[src/rtl/alu_control_muldiv_pkg.sv]
// Shared codes for the ALU control decoder and its HI/LO multiply/divide unit.
`default_nettype none
package alu_ctrl_pkg;

  localparam logic [2:0] OP_ADD   = 3'b000;
  localparam logic [2:0] OP_SUB   = 3'b001;
  localparam logic [2:0] OP_RTYPE = 3'b010;
  localparam logic [2:0] OP_ANDI  = 3'b011;
  localparam logic [2:0] OP_ORI   = 3'b100;
  localparam logic [2:0] OP_SLTI  = 3'b101;
  localparam logic [2:0] OP_LUI   = 3'b110;
  localparam logic [2:0] OP_XORI  = 3'b111;

  localparam logic [5:0] F_SLL   = 6'b000000;
  localparam logic [5:0] F_SRL   = 6'b000010;
  localparam logic [5:0] F_SRA   = 6'b000011;
  localparam logic [5:0] F_MFHI  = 6'b010000;
  localparam logic [5:0] F_MTHI  = 6'b010001;
  localparam logic [5:0] F_MFLO  = 6'b010010;
  localparam logic [5:0] F_MTLO  = 6'b010011;
  localparam logic [5:0] F_MULT  = 6'b011000;
  localparam logic [5:0] F_MULTU = 6'b011001;
  localparam logic [5:0] F_DIV   = 6'b011010;
  localparam logic [5:0] F_DIVU  = 6'b011011;
  localparam logic [5:0] F_ADD   = 6'b100000;
  localparam logic [5:0] F_SUB   = 6'b100010;
  localparam logic [5:0] F_AND   = 6'b100100;
  localparam logic [5:0] F_OR    = 6'b100101;
  localparam logic [5:0] F_XOR   = 6'b100110;
  localparam logic [5:0] F_NOR   = 6'b100111;
  localparam logic [5:0] F_SLT   = 6'b101010;

  localparam logic [3:0] A_AND       = 4'b0000;
  localparam logic [3:0] A_OR        = 4'b0001;
  localparam logic [3:0] A_ADD       = 4'b0010;
  localparam logic [3:0] A_SLL       = 4'b0100;
  localparam logic [3:0] A_SRA       = 4'b0101;
  localparam logic [3:0] A_SUB       = 4'b0110;
  localparam logic [3:0] A_SLT       = 4'b0111;
  localparam logic [3:0] A_SRL       = 4'b1000;
  localparam logic [3:0] A_LUI       = 4'b1001;
  localparam logic [3:0] A_PASS_HILO = 4'b1010;
  localparam logic [3:0] A_NOR       = 4'b1100;
  localparam logic [3:0] A_XOR       = 4'b1101;
  localparam logic [3:0] A_NOP       = 4'b1110;
  localparam logic [3:0] A_UNSUP     = 4'b1111;

  localparam logic [1:0] S_IDLE = 2'd0;
  localparam logic [1:0] S_RUN  = 2'd1;
  localparam logic [1:0] S_DONE = 2'd2;

endpackage
`default_nettype wire

[src/rtl/alu_control_muldiv_iter.sv]
// Iterative radix-2 multiplier / restoring divider on operand magnitudes, with sign fix-up on the final step.
`default_nettype none
module muldiv_iter #(
  parameter int WIDTH = 32
) (
  input  logic             clk,
  input  logic             rst_n,
  input  logic             i_start,
  input  logic             i_is_div,
  input  logic             i_is_signed,
  input  logic [WIDTH-1:0] i_a,
  input  logic [WIDTH-1:0] i_b,
  output logic             o_done,
  output logic [WIDTH-1:0] o_hi,
  output logic [WIDTH-1:0] o_lo
);

  localparam int CW = $clog2(WIDTH) + 1;
  localparam logic [CW-1:0] c_last = CW'(WIDTH - 1);

  logic             r_active, r_div, r_neg_q, r_neg_r, r_dz;
  logic [CW-1:0]    r_cnt;
  logic [WIDTH-1:0] r_m, r_hi, r_lo;

  logic             w_sa, w_sb, w_ge;
  logic [WIDTH-1:0] w_abs_a, w_abs_b, w_nhi, w_nlo;
  logic [WIDTH:0]   w_sum, w_rsh, w_diff;
  logic [2*WIDTH-1:0] w_prod;

  assign w_sa    = i_is_signed & i_a[WIDTH-1];
  assign w_sb    = i_is_signed & i_b[WIDTH-1];
  assign w_abs_a = w_sa ? -i_a : i_a;
  assign w_abs_b = w_sb ? -i_b : i_b;

  // Multiply: {r_hi,r_lo} holds partial product over the shifting multiplier.
  assign w_sum = {1'b0, r_hi} + (r_lo[0] ? {1'b0, r_m} : '0);
  // Divide: r_hi is the partial remainder, r_lo shifts dividend out / quotient in.
  assign w_rsh  = {r_hi, r_lo[WIDTH-1]};
  assign w_diff = w_rsh - {1'b0, r_m};
  assign w_ge   = ~w_diff[WIDTH];

  assign w_nhi  = r_div ? (w_ge ? w_diff[WIDTH-1:0] : w_rsh[WIDTH-1:0]) : w_sum[WIDTH:1];
  assign w_nlo  = r_div ? {r_lo[WIDTH-2:0], w_ge} : {w_sum[0], r_lo[WIDTH-1:1]};
  assign w_prod = r_neg_q ? -{w_nhi, w_nlo} : {w_nhi, w_nlo};

  assign o_done = r_active && (r_cnt == c_last);
  assign o_hi   = r_div ? (r_neg_r ? -w_nhi : w_nhi) : w_prod[2*WIDTH-1:WIDTH];
  assign o_lo   = r_div ? ((r_neg_q && !r_dz) ? -w_nlo : w_nlo) : w_prod[WIDTH-1:0];

  always_ff @(posedge clk or negedge rst_n) begin
    if (!rst_n) begin
      r_active <= 1'b0;
      r_div    <= 1'b0;
      r_neg_q  <= 1'b0;
      r_neg_r  <= 1'b0;
      r_dz     <= 1'b0;
      r_cnt    <= '0;
      r_m      <= '0;
      r_hi     <= '0;
      r_lo     <= '0;
    end else if (i_start) begin
      r_active <= 1'b1;
      r_div    <= i_is_div;
      r_neg_q  <= w_sa ^ w_sb;
      r_neg_r  <= w_sa;
      r_dz     <= i_is_div && (i_b == '0);
      r_cnt    <= '0;
      r_m      <= i_is_div ? w_abs_b : w_abs_a;
      r_hi     <= '0;
      r_lo     <= i_is_div ? w_abs_a : w_abs_b;
    end else if (r_active) begin
      r_hi     <= w_nhi;
      r_lo     <= w_nlo;
      r_cnt    <= r_cnt + 1'b1;
      if (o_done) r_active <= 1'b0;
    end
  end

endmodule
`default_nettype wire

[src/rtl/alu_control_muldiv.sv]
// ALU control decoder with a HI/LO multiply/divide unit that stalls the pipeline while iterating.
`default_nettype none
module alu_control_muldiv
  import alu_ctrl_pkg::*;
#(
  parameter int WIDTH    = 32,
  parameter int ALU_OP_W = 3,
  parameter int FUNCT_W  = 6,
  parameter int CTRL_W   = 4
) (
  input  logic                clk,
  input  logic                rst_n,
  input  logic [ALU_OP_W-1:0] ALU_OP_D,
  input  logic [FUNCT_W-1:0]  Funct,
  input  logic [WIDTH-1:0]    SrcA,
  input  logic [WIDTH-1:0]    SrcB,
  output logic [CTRL_W-1:0]   ALU_Instruction,
  output logic                Stall,
  output logic [WIDTH-1:0]    HiLo_Out,
  output logic                Busy
);

  logic [1:0]       r_state;
  logic             r_busy;
  logic [WIDTH-1:0] r_hi, r_lo;

  logic             w_rtype, w_is_md, w_start, w_done;
  logic [3:0]       w_code;
  logic [WIDTH-1:0] w_eng_hi, w_eng_lo;

  assign w_rtype = (ALU_OP_D == ALU_OP_W'(OP_RTYPE));
  assign w_is_md = w_rtype && (Funct == FUNCT_W'(F_MULT)  || Funct == FUNCT_W'(F_MULTU) ||
                               Funct == FUNCT_W'(F_DIV)   || Funct == FUNCT_W'(F_DIVU));
  // Gated by rst_n so a held mul/div instruction cannot raise Stall while in reset.
  assign w_start = rst_n && (r_state == S_IDLE) && w_is_md;

  always_comb begin
    w_code = A_UNSUP;
    case (ALU_OP_D)
      ALU_OP_W'(OP_ADD):  w_code = A_ADD;
      ALU_OP_W'(OP_SUB):  w_code = A_SUB;
      ALU_OP_W'(OP_ANDI): w_code = A_AND;
      ALU_OP_W'(OP_ORI):  w_code = A_OR;
      ALU_OP_W'(OP_SLTI): w_code = A_SLT;
      ALU_OP_W'(OP_LUI):  w_code = A_LUI;
      ALU_OP_W'(OP_XORI): w_code = A_XOR;
      ALU_OP_W'(OP_RTYPE): begin
        case (Funct)
          FUNCT_W'(F_ADD):   w_code = A_ADD;
          FUNCT_W'(F_SUB):   w_code = A_SUB;
          FUNCT_W'(F_AND):   w_code = A_AND;
          FUNCT_W'(F_OR):    w_code = A_OR;
          FUNCT_W'(F_NOR):   w_code = A_NOR;
          FUNCT_W'(F_XOR):   w_code = A_XOR;
          FUNCT_W'(F_SLL):   w_code = A_SLL;
          FUNCT_W'(F_SLT):   w_code = A_SLT;
          FUNCT_W'(F_SRA):   w_code = A_SRA;
          FUNCT_W'(F_SRL):   w_code = A_SRL;
          FUNCT_W'(F_MULT), FUNCT_W'(F_MULTU),
          FUNCT_W'(F_DIV),  FUNCT_W'(F_DIVU),
          FUNCT_W'(F_MTHI), FUNCT_W'(F_MTLO): w_code = A_NOP;
          FUNCT_W'(F_MFHI), FUNCT_W'(F_MFLO): w_code = A_PASS_HILO;
          default:           w_code = A_UNSUP;
        endcase
      end
      default: w_code = A_UNSUP;
    endcase
  end

  assign ALU_Instruction = CTRL_W'(w_code);
  assign Stall    = w_start || (r_state == S_RUN);
  assign Busy     = r_busy;
  assign HiLo_Out = (w_rtype && Funct == FUNCT_W'(F_MFHI)) ? r_hi :
                    (w_rtype && Funct == FUNCT_W'(F_MFLO)) ? r_lo : '0;

  muldiv_iter #(.WIDTH(WIDTH)) u_engine (
    .clk         (clk),
    .rst_n       (rst_n),
    .i_start     (w_start),
    .i_is_div    (Funct[1]),
    .i_is_signed (~Funct[0]),
    .i_a         (SrcA),
    .i_b         (SrcB),
    .o_done      (w_done),
    .o_hi        (w_eng_hi),
    .o_lo        (w_eng_lo)
  );

  always_ff @(posedge clk or negedge rst_n) begin
    if (!rst_n) begin
      r_state <= S_IDLE;
      r_busy  <= 1'b0;
      r_hi    <= '0;
      r_lo    <= '0;
    end else begin
      case (r_state)
        S_IDLE: begin
          if (w_start) begin
            r_state <= S_RUN;
            r_busy  <= 1'b1;
          end else if (w_rtype && Funct == FUNCT_W'(F_MTHI)) begin
            r_hi <= SrcA;
          end else if (w_rtype && Funct == FUNCT_W'(F_MTLO)) begin
            r_lo <= SrcA;
          end
        end
        S_RUN: begin
          if (w_done) begin
            r_state <= S_DONE;
            r_busy  <= 1'b0;
            r_hi    <= w_eng_hi;
            r_lo    <= w_eng_lo;
          end
        end
        // The retiring mul/div is still presented here; it must not restart the engine.
        S_DONE:  r_state <= S_IDLE;
        default: r_state <= S_IDLE;
      endcase
    end
  end

endmodule
`default_nettype wire
[config.mk]
export PLATFORM = sky130hd
export DESIGN_NAME = alu_control_muldiv
export DESIGN_NICKNAME = d
export VERILOG_FILES = /design/src/rtl/alu_control_muldiv_pkg.sv /design/src/rtl/alu_control_muldiv_iter.sv /design/src/rtl/alu_control_muldiv.sv
export SDC_FILE = /design/constraint.sdc
export NUM_CORES = 1
export LEC_CHECK = 0
export ABC_AREA = 0
export BUFFER_PORTS_ARGS = -buffer_cell sky130_fd_sc_hd__buf_2
export CAP_MARGIN = 10
export CORE_ASPECT_RATIO = 1.1
export CORE_UTILIZATION = 35
export DETAILED_ROUTE_END_ITERATION = 8
export GPL_TIMING_DRIVEN = 0
export PLACE_DENSITY_LB_ADDON = 0.25
export REMOVE_ABC_BUFFERS = 1
export SETUP_SLACK_MARGIN = 0.2
export SYNTH_ARGS = -nofsm -noshare
export SYNTH_HDL_FRONTEND = slang
export SYNTH_HIERARCHICAL = 1
export SYNTH_SLANG_ARGS = --single-unit
[constraint.sdc]
create_clock -name clk -period 8.1 [get_ports clk]
set_input_delay 1.62 -clock clk [delete_from_list [all_inputs] [get_ports clk]]
set_output_delay 1.62 -clock clk [all_outputs]
set_load 0.01 [all_outputs]
==> impl.org <==
** Detailed routing
- After detailed routing, the average wire length per cell comes to 20.5 um.
- After detailed routing, the total wire length is 62.7 mm.
- Number of iterations in the first detailed-routing pass :: 5
- DRC violations left :: 0
- Initial detailed-routing violation count :: 1382
- In the routed layout, each cell is associated on average with a via count of 5.80.
- Total via count after detailed routing :: 17700
- The count of nets left with antenna violations once routing finished came out at 0.

** Logic synthesis
- The synthesized netlist devotes 9.60% of its cell area to XOR and XNOR gates.
- Top FF cell, synth :: sky130_fd_sc_hd__dfrtp_1
- Leading post-synthesis cells by cell area :: sky130_fd_sc_hd__dfrtp_1 24%, sky130_fd_sc_hd__nand2_1 8.6%, sky130_fd_sc_hd__xnor2_1 5.6%
- A synthesized cell averages 7.50 um^2.
- Number of warnings issued by yosys :: 6
- Synthesis handed over a netlist of 2410 instances.
- Share of the synthesized area in compound gates (AO/OA/AOI/OAI) :: 24.1%
- Yosys instantiated no cell more often than sky130_fd_sc_hd__nand2_1.
- Multiplexer share of the synthesized area :: 8.50%
- Adder-Cell Fraction of Synth Area :: 5.28%
- After synthesis, the most frequently instantiated cells are 416 x sky130_fd_sc_hd__nand2_1, 234 x sky130_fd_sc_hd__nor2_1, 196 x sky130_fd_sc_hd__o21ai_0, 174 x sky130_fd_sc_hd__dfrtp_1, 163 x sky130_fd_sc_hd__a21oi_1.
- EDFF count, synth :: 0
- Post-Synthesis Cell Area :: 18100 um^2
- Share of synthesized registers carrying an async set or reset :: 100%
- Area share of the largest cell type after synthesis :: 24.1%
- Cell type with the largest total area after synthesis :: sky130_fd_sc_hd__dfrtp_1
- Portion of the post-synthesis area used by sequential elements :: 24.1%
- Post-Synth Simple-Gate Area :: 22.7%
- After synthesis, the largest family of logic cells by area is compound AO/OA/AOI/OAI gates.
- After synthesis, the netlist uses 98 different library cells.
- #FFs+latches synth :: 174

** Floorplanning
- The initialized floorplan defines 86 standard-cell rows.
- Standard cell core area :: 50600 um^2
- For this configuration, the core starts out at a cell density of 35.7%.
- Top Ports :: 113
- In this run the vertical extent of the chip is 240 um.
- In this run the horizontal extent of the chip is 219 um.
- Die area :: 52500 um^2

** STA
- Max transition margin :: 20.1%
- Setup violations remaining at the end of the flow were counted as 0.
- After layout, the worst path uses 90.0% of the clock period.
- Worst Hold Slack :: 0.500 ns
- The number of hold violations in the final report came to 0.
- Transition time at the pin with the least slew margin :: 1.20 ns
- Max-slew violations :: 0
- Clock tree skew after final layout :: 0.0101 ns
- Setup repair after global routing left no endpoint under its margin.
- Fin crit period :: 7.29 ns
- Derived from the worst setup path, the maximum achievable clock frequency is 137 MHz.

** Clock network
- Counting the buffers created by CTS gives 17.
- After clock tree synthesis, the repair step resized 0 gates.
- TritonCTS built the clock tree.
- Number of H-tree levels :: 4
- The later pin in the worst-skew pair is clocked with a latency of 0.46 ns.
- Clock buffer depth :: 2
- Clock-pin slew was measured on the worst setup and hold paths at 0.07 ns.
- After clock tree synthesis, the flow added hold-fix buffers numbering 0.
- Clock sink total :: 174
- After clock tree synthesis, the setup repair step added 0 buffers.
- Clock Tree Root :: sky130_fd_sc_hd__clkbuf_16

** Setup path
- Critical path fanouts, max :: 38
- Data on the critical path is required at its endpoint by 8.44 ns.
- The largest individual stage delay along the critical path comes from the cell sky130_fd_sc_hd__a211o_2.
- Largest stage delay on the critical path :: 0.78 ns
- Setup crit start kind :: flop
- Path type of the worst setup path :: flop to flop
- By instance count, the cell type seen most on the critical path is sky130_fd_sc_hd__nand2_1.
- Critical path capture point type :: flop
- R2r worst-path depth :: 21
- The setup check on the worst reg-to-reg path leaves a slack of 0.81 ns.
- Data arrival time of the critical path :: 7.64 ns
- Cell-by-cell trace of the critical path :: inv_1 -> ha_1 -> fa_1 -> nand2b_1 -> a21o_1 -> a211o_1 -> a21oi_4 -> a211o_2 -> nor2_1 -> a21oi_1 -> ha_1 -> nand3_1 -> or2_1 -> or3b_2 -> nand3b_1 -> nand2_1 -> o21ai_0 -> xor2_1 -> nand2_1 -> nand2_1 -> mux2_2

** Finish
- Cells fill 38.7% of the core in the end.
- Share of final-layout standard cells stronger than drive strength 1 :: 11.4%
- Post-layout net count :: 2529
- After filler insertion, the fill cell instance count of the layout stands at 5387.
- The finished layout holds 3052 standard cells, fillers aside.
- The area growth from synthesis to layout is 8.32%.
- Ant diodes :: 0

** Power and ir drop
- Cell leakage power :: 8.51 nW
- Across the VDD grid, the largest voltage drop is 0.238 mV.
- Dividing total power by cell area gives a power density of 407 nW/um^2.

** Global routing
- Vias in the first global route :: 16900
- Remaining global-route overflow :: 0
- Global routing used 23.9% of the available tracks.
- The number of antenna violations at the first check in global routing was 1.
- Wire length of the first global-routing pass :: 97.8 mm
- Maximum number of pins on one net before global-route repair :: 107

** Worst hold path
- In this run the worst hold path is classified as flop to flop.
- Worst hold stages :: 1

** Flow run
- Number of maximum-capacitance constraint violations :: 0

** Placed design
- DP Wirelength :: 47.0 mm
- Port buffering added 112 buffers.
- Including well taps, the total number of placed cells is 3020.
- Routability-driven placement finished with a final weighted congestion of 0.948.

** Status
- Result of the run :: finished, final reports clean
==> sequential cells by signal (all words and copies together), names as in the netlist, 2 cells and up <==
name,cells
u_engine/r_lo,32
r_hi,32
u_engine/r_m,32
r_state,2
r_lo,32
u_engine/r_cnt,6
u_engine/r_hi,32
==> metrics by stage <==
stage | power, mW | TNS, ns | instance area [um^2] | setup WS (ns)
finish | 7.97 | 0 | 19600 | 0.810
global route | 8.59 | 0 | 19600 | 0.571
CTS | 7.93 | 0 | 19600 | 0.801
detailed placement | 7.02 | 0 | 19000 | 0.829
global placement | 6.92 | -190.15 | 18700 | -3.49
floorplan | 5.46 | 0 | 17300 | 0.413
==> where the power goes <==
part | switching, mW | internal [mW] | leakage [nW]
sequential | 0.531 | 1.25 | 2.00
combinational | 3.20 | 2.14 | 6.22
clock | 0.392 | 0.467 | 0.287
total | 4.12 | 3.85 | 8.51
==> logic make-up (layout without fill, tap and decap cells) <==
logic type               Yosys count  after routing
AND/OR/NAND/NOR                  911            911
AO/OA/AOI/OAI                    674            674
buffers and inverters            245            227
XOR/XNOR                         198            198
flip-flops                       174            174
multiplexers                     133            133
adder cells (fa/ha/maj)           75             75
==> final cells by class <==
class | count | area [um^2] | share of cell area, %
Inverter | 71 | 274 | 1.40
Clock inverter | 12 | 138 | 0.703
Sequential cell | 174 | 4360 | 22.3
Multi-Input combinational cell | 1991 | 12700 | 64.9
Tap cell | 660 | 826 | 4.22
Clock buffer | 20 | 447 | 2.28
Timing Repair Buffer | 124 | 827 | 4.22
==> worst max-delay path: cells and delay by family, from the launching register on <==
kind | cells | cell delay (ns)
mux | 1 | 0.25
fa+ha+maj | 3 | 0.98
compound gates | 6 | 2.27
flops | 1 | 0.56
xor+xnor | 1 | 0.24
buf+inv | 1 | 0.09
simple gates | 9 | 2.76
==> final timing paths <==
kind                                          startpoint                      endpoint
max in group asynchronous                          rst_n  u_engine/r_m[29]$_DFFE_PN0P_
max                        u_engine/r_lo[31]$_DFFE_PN0P_          r_hi[10]$_DFFE_PN0P_
min in group asynchronous                          rst_n  u_engine/r_lo[6]$_DFFE_PN0P_
min                                 r_hi[26]$_DFFE_PN0P_          r_hi[26]$_DFFE_PN0P_
min reg2reg                         r_hi[26]$_DFFE_PN0P_          r_hi[26]$_DFFE_PN0P_
max reg2reg                u_engine/r_lo[31]$_DFFE_PN0P_          r_hi[10]$_DFFE_PN0P_
==> cells in the final DEF (no fill, tap or decap), types with 33 or more instances in the layout <==
cell type,count
sky130_fd_sc_hd__a21oi_1,163
sky130_fd_sc_hd__a22o_1,33
sky130_fd_sc_hd__and2_1,42
sky130_fd_sc_hd__buf_2,110
sky130_fd_sc_hd__dfrtp_1,171
sky130_fd_sc_hd__ha_1,73
sky130_fd_sc_hd__inv_1,68
sky130_fd_sc_hd__mux2_2,42
sky130_fd_sc_hd__mux2i_1,59
sky130_fd_sc_hd__nand2_1,416
sky130_fd_sc_hd__nor2_1,234
sky130_fd_sc_hd__nor3_1,57
sky130_fd_sc_hd__o211ai_1,53
sky130_fd_sc_hd__o21ai_0,196
sky130_fd_sc_hd__xnor2_1,116
sky130_fd_sc_hd__xor2_1,82
==> per-layer routing <==
metal	vias to the layer above	global-route usage, %	share of wire [%]
li1	8443	-	-
met4	0	6.76	2.1
met1	8685	32.5	46
met5	-	0	0
met3	75	1.97	4.1
met2	491	40.2	48
No activity file was read; power rests on OpenSTA's default activity.
